$ cat src/rtl/cla_pkg.sv
// Shared definitions for the pipelined carry-lookahead adder.
//   CLA_WIDTH / CLA_BLOCK : default operand width and lookahead group size
//   cla_num_stg()         : pipeline depth (one lookahead group per stage)
//   cla_stage_t           : per-stage pipeline record at the default width
package cla_pkg;

  localparam int CLA_WIDTH = 16;
  localparam int CLA_BLOCK = 4;

  // One group of BLOCK bits is resolved per stage, so depth = WIDTH / BLOCK.
  // A zero block size is trapped by the elaboration check in the top; the
  // guard here only keeps the division itself well defined.
  function automatic int cla_num_stg(input int width, input int block);
    return (block > 0) ? (width / block) : 1;
  endfunction

  // Pipeline record: operands ride along (skewed) so later stages can
  // resolve their own group; sum bits fill in from the bottom up.
  typedef struct packed {
    logic                 valid;
    logic [CLA_WIDTH-1:0] a;
    logic [CLA_WIDTH-1:0] b_eff;
    logic [CLA_WIDTH-1:0] sum;
    logic                 carry;
    logic                 a_msb;
    logic                 b_msb;
  } cla_stage_t;

endpackage

$ cat src/rtl/cla_group.sv
// Combinational BLOCK-bit carry-lookahead group.
//   a, b : group operand bits (b already inverted for subtraction)
//   ci   : carry into the group
//   s    : group sum bits
//   co   : carry out of the group, from group generate/propagate
module cla_group #(
  parameter int BLOCK = 4
) (
  input  logic [BLOCK-1:0] a,
  input  logic [BLOCK-1:0] b,
  input  logic             ci,
  output logic [BLOCK-1:0] s,
  output logic             co
);

  logic [BLOCK-1:0] g;
  logic [BLOCK-1:0] p;
  logic [BLOCK-1:0] c;
  logic             grp_g;
  logic             grp_p;

  assign g = a & b;
  assign p = a ^ b;

  // Every internal carry is a flat sum of products of g/p terms and ci,
  // so no carry depends on the previous one (true lookahead, not ripple):
  //   c[i+1] = g[i] | p[i]g[i-1] | ... | p[i]..p[0]ci
  always_comb begin
    logic acc;
    logic prod;
    c    = '0;
    acc  = 1'b0;
    prod = 1'b0;
    c[0] = ci;
    for (int i = 0; i < BLOCK - 1; i++) begin
      acc = ci;
      for (int k = 0; k <= i; k++) acc = acc & p[k];
      for (int j = 0; j <= i; j++) begin
        prod = g[j];
        for (int k = j + 1; k <= i; k++) prod = prod & p[k];
        acc = acc | prod;
      end
      c[i+1] = acc;
    end
  end

  // Group generate / propagate, independent of ci.
  always_comb begin
    logic gacc;
    logic gprod;
    gacc  = 1'b0;
    gprod = 1'b0;
    for (int j = 0; j < BLOCK; j++) begin
      gprod = g[j];
      for (int k = j + 1; k < BLOCK; k++) gprod = gprod & p[k];
      gacc = gacc | gprod;
    end
    grp_g = gacc;
    grp_p = &p;
  end

  assign s  = p ^ c;
  assign co = grp_g | (grp_p & ci);

endmodule

$ cat src/rtl/cla_pipe_adder.sv
// Pipelined carry-lookahead adder/subtractor, WIDTH bits, one BLOCK-bit
// lookahead group per stage, NUM_STG = WIDTH/BLOCK stages of latency.
//   clk, rst            : rising-edge clock, async active-high reset
//   in_valid / in_ready : operand beat handshake (a, b, cin, sub)
//   sub                 : 0 -> a+b+cin, 1 -> a-b as a+~b+1 (cin ignored)
//   out_valid/out_ready : result handshake (sum, cout, ovf)
//   cout                : carry out of the MSB (in sub mode 1 = no borrow)
//   ovf                 : signed two's-complement overflow
//
// Handshake: a beat transfers on a rising edge where valid & ready are both
// 1. The pipeline moves as one unit: advance = ~out_valid | out_ready, and
// in_ready = advance. When advance is 0 every stage, the output stage
// included, holds, so a blocked result stays stable and nothing is lost.
module cla_pipe_adder
  import cla_pkg::*;
#(
  parameter int WIDTH = CLA_WIDTH,
  parameter int BLOCK = CLA_BLOCK
) (
  input  logic             clk,
  input  logic             rst,
  input  logic             in_valid,
  output logic             in_ready,
  input  logic [WIDTH-1:0] a,
  input  logic [WIDTH-1:0] b,
  input  logic             cin,
  input  logic             sub,
  output logic             out_valid,
  input  logic             out_ready,
  output logic [WIDTH-1:0] sum,
  output logic             cout,
  output logic             ovf
);

  localparam int NUM_STG = cla_num_stg(WIDTH, BLOCK);
  localparam int LAST    = NUM_STG - 1;

  if (BLOCK < 1 || BLOCK > 8 || WIDTH < BLOCK || (WIDTH % BLOCK) != 0) begin : g_param_check
    $error("cla_pipe_adder: WIDTH must be a multiple of BLOCK, BLOCK in 1..8");
  end

  // Same record as cla_stage_t, sized for this instance's WIDTH.
  typedef struct packed {
    logic             valid;
    logic [WIDTH-1:0] a;
    logic [WIDTH-1:0] b_eff;
    logic [WIDTH-1:0] sum;
    logic             carry;
    logic             a_msb;
    logic             b_msb;
  } stage_t;

  stage_t           stg_q [NUM_STG];
  stage_t           stg_d [NUM_STG];
  logic [WIDTH-1:0] b_eff;
  logic             c0;
  logic             advance;
  logic [BLOCK-1:0] grp_sum [NUM_STG];
  logic [NUM_STG-1:0] grp_co;

  // Subtraction is a + ~b + 1: invert b and force the carry-in.
  assign b_eff = sub ? ~b : b;
  assign c0    = sub | cin;

  // Group 0 works on the live inputs; group k works on the operands that
  // stage k-1 carried forward, with the carry stage k-1 registered.
  for (genvar k = 0; k < NUM_STG; k++) begin : g_grp
    if (k == 0) begin : g_first
      cla_group #(.BLOCK(BLOCK)) u_grp (
        .a  (a[BLOCK-1:0]),
        .b  (b_eff[BLOCK-1:0]),
        .ci (c0),
        .s  (grp_sum[k]),
        .co (grp_co[k])
      );
    end else begin : g_rest
      cla_group #(.BLOCK(BLOCK)) u_grp (
        .a  (stg_q[k-1].a[k*BLOCK +: BLOCK]),
        .b  (stg_q[k-1].b_eff[k*BLOCK +: BLOCK]),
        .ci (stg_q[k-1].carry),
        .s  (grp_sum[k]),
        .co (grp_co[k])
      );
    end
  end

  // Next-state for every stage. Bubbles are loaded too; their valid bit of
  // 0 is all that matters downstream.
  always_comb begin
    for (int k = 0; k < NUM_STG; k++) stg_d[k] = '0;
    stg_d[0].valid            = in_valid;
    stg_d[0].a                = a;
    stg_d[0].b_eff            = b_eff;
    stg_d[0].sum[BLOCK-1:0]   = grp_sum[0];
    stg_d[0].carry            = grp_co[0];
    stg_d[0].a_msb            = a[WIDTH-1];
    stg_d[0].b_msb            = b_eff[WIDTH-1];
    for (int k = 1; k < NUM_STG; k++) begin
      stg_d[k]                       = stg_q[k-1];
      stg_d[k].sum[k*BLOCK +: BLOCK] = grp_sum[k];
      stg_d[k].carry                 = grp_co[k];
    end
  end

  assign advance  = ~stg_q[LAST].valid | out_ready;
  assign in_ready = advance;

  always_ff @(posedge clk or posedge rst) begin
    if (rst) begin
      for (int k = 0; k < NUM_STG; k++) stg_q[k] <= '0;
    end else if (advance) begin
      for (int k = 0; k < NUM_STG; k++) stg_q[k] <= stg_d[k];
    end
  end

  // The last stage register is the output register.
  assign out_valid = stg_q[LAST].valid;
  assign sum       = stg_q[LAST].sum;
  assign cout      = stg_q[LAST].carry;
  assign ovf       = (stg_q[LAST].a_msb == stg_q[LAST].b_msb) &
                     (stg_q[LAST].sum[WIDTH-1] != stg_q[LAST].a_msb);

endmodule

$ cat config.mk
export PLATFORM = sky130hd
export DESIGN_NAME = cla_pipe_adder
export DESIGN_NICKNAME = d
export VERILOG_FILES = /design/src/rtl/cla_pkg.sv /design/src/rtl/cla_group.sv /design/src/rtl/cla_pipe_adder.sv
export SDC_FILE = /design/constraint.sdc
export NUM_CORES = 1
export LEC_CHECK = 0
export ABC_AREA = 0
export CAP_MARGIN = 5
export CORE_ASPECT_RATIO = 0.6
export CORE_MARGIN = 2
export CORE_UTILIZATION = 40
export CTS_CLUSTER_SIZE = 30
export DETAILED_ROUTE_END_ITERATION = 16
export PLACE_DENSITY = 0.74
export REMOVE_ABC_BUFFERS = 1
export SYNTH_ARGS = -nofsm -noshare
export SYNTH_HDL_FRONTEND = slang
export SYNTH_SLANG_ARGS = --single-unit
$ cat constraint.sdc
create_clock -name clk -period 3.35 [get_ports clk]
set_input_delay 0.67 -clock clk [delete_from_list [all_inputs] [get_ports clk]]
set_output_delay 0.67 -clock clk [all_outputs]
set_load 0.05 [all_outputs]
==> results.toml <==
[outcome]
status = "completed"

[sta]
slew_viol_final = 0
tns_ns = 0
hold_viol = 0
finalCriticalPeriod_ns = 2.498
relSlewSlack_pct = 64.33
skew_ns = 0.006301
setup_violations = 0
holdWs_ns = 0.4604
finalCritPeriodShare_pct = 74.57
max_slew.worst_pin.slew_ns = 0.5350
setup_ws_ns = 0.8520
clock.fmax_ghz = 0.4003
rsz0062_at_grt = "no"

[worst_hold_path]
hold_path.class = "reg -> reg"
whs_endpoint = "stg_d[51]$_DFFE_PP0P_"
hold_depth = 2
min_from = "stg_d[51]$_DFFE_PP0P_"

[clocking]
cts_setup_buffers = 0
tritoncts = "yes"
cts_buffers = 9
insertion_delay_ns = 0.34
htree_levels = 3
holdBufCountCts = 0
clk_pin_slew_ns = 0.06
cts-resized-gates = 0
cts_root_buf = "clkbuf_16"
clock-sinks = 98
clockBufferDepth = 2

[placement]
dp_slack_ns = 0.6719
dp_cells = 688
port_buffers = 57
dp_hpwl_um = 6223
place.gp.congestion = 0.7701

[route]
dr.pass1.iters = 4
wl_per_cell_um = 12.71
drt_iter0_markers = 168
antenna_left = 0
drc_errors = 0
vias_per_cell = 4.688
vias = 3300
wl_um = 8945

[worst_setup_path]
arrival_ns = 1.83
cp_max_fo = 3
worstSetupPathType = "reg -> out"
reg2regPathDepth = 5
r2r-start = "out_valid$_DFFE_PP0P_"
cp-start-kind = "register"
cp-end-kind = "output pin"
cp.required_ns = 2.68
r2r-end = "stg_d[13]$_DFFE_PP0P_"
regToRegSetupSlack_ns = 1.42

[floorplanning]
fp-row-count = 30
dieHeight_um = 87.69
dieWidth_um = 143.5
initial_core_util_pct = 41.19
fp.dieArea_sq_um = 12580
num_io_pins = 58
core_sq_um = 11340

[synthesis]
synth_cell_types = 34
synth_edf_count = 0
avgSynthCellArea_sq_um = 9.302
ys_seq_area_share_pct = 52.52
syn_inst = 502
synth_warnings = 0
synth_area_sq_um = 4669
synth_seq_cells = 98
async_flop_share_pct = 100.0
synthFlopType = "dfrtp_1"

[grt]
grt_pass1_vias = 3284
grt_max_degree = 67
antenna_found_initial = 0
gr-total-overflow = 0
grt_pass1_wl_um = 15670
grt_usage_pct = 16.04

[power_and_ir_drop]
power.switching_mw = 2.091
power.density_nw_per_um2 = 946.1
seqPwrFrac_pct = 38.6
cellInternalPower_mw = 3.157
ir_drop_mv = 0.4633
p_clk_share_pct = 19.5
sw_frac_of_total_pct = 39.84
power.leakage_nw = 2.708
pwr-share-comb_pct = 41.9

[layout]
num_antenna_cells = 0
final_nets = 601
drive_above_1_share_pct = 5.882
area_growth_pct = 18.78
final_cells = 704

[run]
maxCapViolations = 0
==> state kept, by name, indices dropped and copies added, names as in the netlist <==
name / cells
cout: 1
out_valid: 1
stg_d: 75
stg_q: 5
sum: 16
==> worst max path at each step <==
stage,startpoint,end,slack (ns),cells after the start
2_1_floorplan,rst,cout$_DFFE_PP0P_,0.12,1
3_3_place_gp,out_ready,sum[15]$_DFFE_PP0P_,0.79,6
3_5_place_dp,sub,stg_d[109]$_DFFE_PP0P_,0.67,7
4_1_cts,stg_q[0]$_DFFE_PP0P_,ovf,0.84,4
5_1_grt,stg_q[0]$_DFFE_PP0P_,ovf,0.77,4
6_report,stg_q[0]$_DFFE_PP0P_,ovf,0.85,4
==> cell usage after synthesis, types with 3 or more instances <==
master	number	area share (%)
nand2_1	203	16
dfrtp_1	98	53
buf_4	24	3.9
o21ai_0	22	2.4
ha_1	20	5.4
inv_1	17	1.4
a21oi_1	15	1.6
nor2_1	15	1.2
buf_2	13	1.4
xnor2_1	11	2.1
xor2_1	9	1.7
nor3_1	6	0.64
o21a_1	5	0.80
a211oi_1	4	0.64
fa_1	4	1.7
nand4_1	4	0.54
o211a_1	4	0.86
o211ai_1	4	0.64
nor3b_1	3	0.48
nor4_1	3	0.40
==> routing by layer <==
layer  GRT usage, %  vias to the layer above  part of all wire [%]
met3          6.178                        6                   5.4
li1               -                     1668                     -
met2          24.11                       66                    44
met1          22.04                     1560                    50
met4          4.011                        0                  0.83
met5              0                        -                     0
==> area by class of cell <==
class,count,area [sq um]
sequential,98,2452
tap,160,200.2
inverter,18,72.57
fill,1070,5789
clock buffer,12,246.5
timing repair buffer,66,648.1
clock inverter,4,51.30
multi-input combinational,346,1876
==> metrics by stage <==
step | cell area [sq um] | power (mW) | util [%]
final | 5547 | 5.248 | 48.93
after global routing | 5547 | 5.681 | 48.93
after global placement | 5249 | 4.147 | 46.30
after CTS | 5547 | 5.302 | 48.93
after detailed placement | 5249 | 4.252 | 46.30
after floorplan | 4398 | 3.550 | -
==> critical path, stage by stage (launching register included) <==
cell and delay (ns):
dfrtp_1 0.39, nor2_1 0.10, nand2_1 0.05, o21ai_0 0.10, clkdlybuf4s50_1 0.84
==> power groups by stage <==
stage                     Sequential, mW  Combinational, mW  Clock, mW
after floorplan                     2.34               1.21          0
after detailed placement            2.04               2.21          0
after global placement              2.02               2.13          0
after CTS                           2.02               2.22       1.05
after global routing                2.09               2.49       1.10
final                               2.02               2.20       1.02
==> cells in the final DEF, fill, tap and decap left out <==
cell,count
o31ai_1,1
nor3b_1,3
inv_4,2
clkbuf_8,1
nand4_1,4
clkbuf_1,2
buf_4,9
a21o_1,1
ha_1,20
or2_2,1
clkinv_2,1
a21oi_1,15
o211ai_1,4
fa_1,4
a31o_1,2
clkdlybuf4s50_1,56
nand2b_1,2
and3b_1,1
clkinvlp_4,1
a221oi_1,1
a211oi_1,4
buf_12,1
dfrtp_1,98
nor2b_4,1
nand2_1,203
o21ai_0,22
xor2_1,9
clkbuf_16,9
o211a_1,4
nor4_1,3
mux2_2,1
xnor2_1,11
clkinv_4,1
inv_1,16
nor2_1,15
o21a_1,5
mux2_4,2
bufinv_16,1
a31o_2,1
nor3_1,6
==> kinds of logic after synthesis <==
family                     count (synthesis)  synth area share, %
and+or+nand+nor                          239                20.47
AOI/OAI and AO/OA                         60                7.985
xor gates and xnor gates                  20                3.751
DFF                                       98                52.52
adders and majority gates                 24                7.074
muxes                                      3               0.8843
buffers and inverters                     58                7.315
Note: power is estimated with default switching activity, not from simulation.
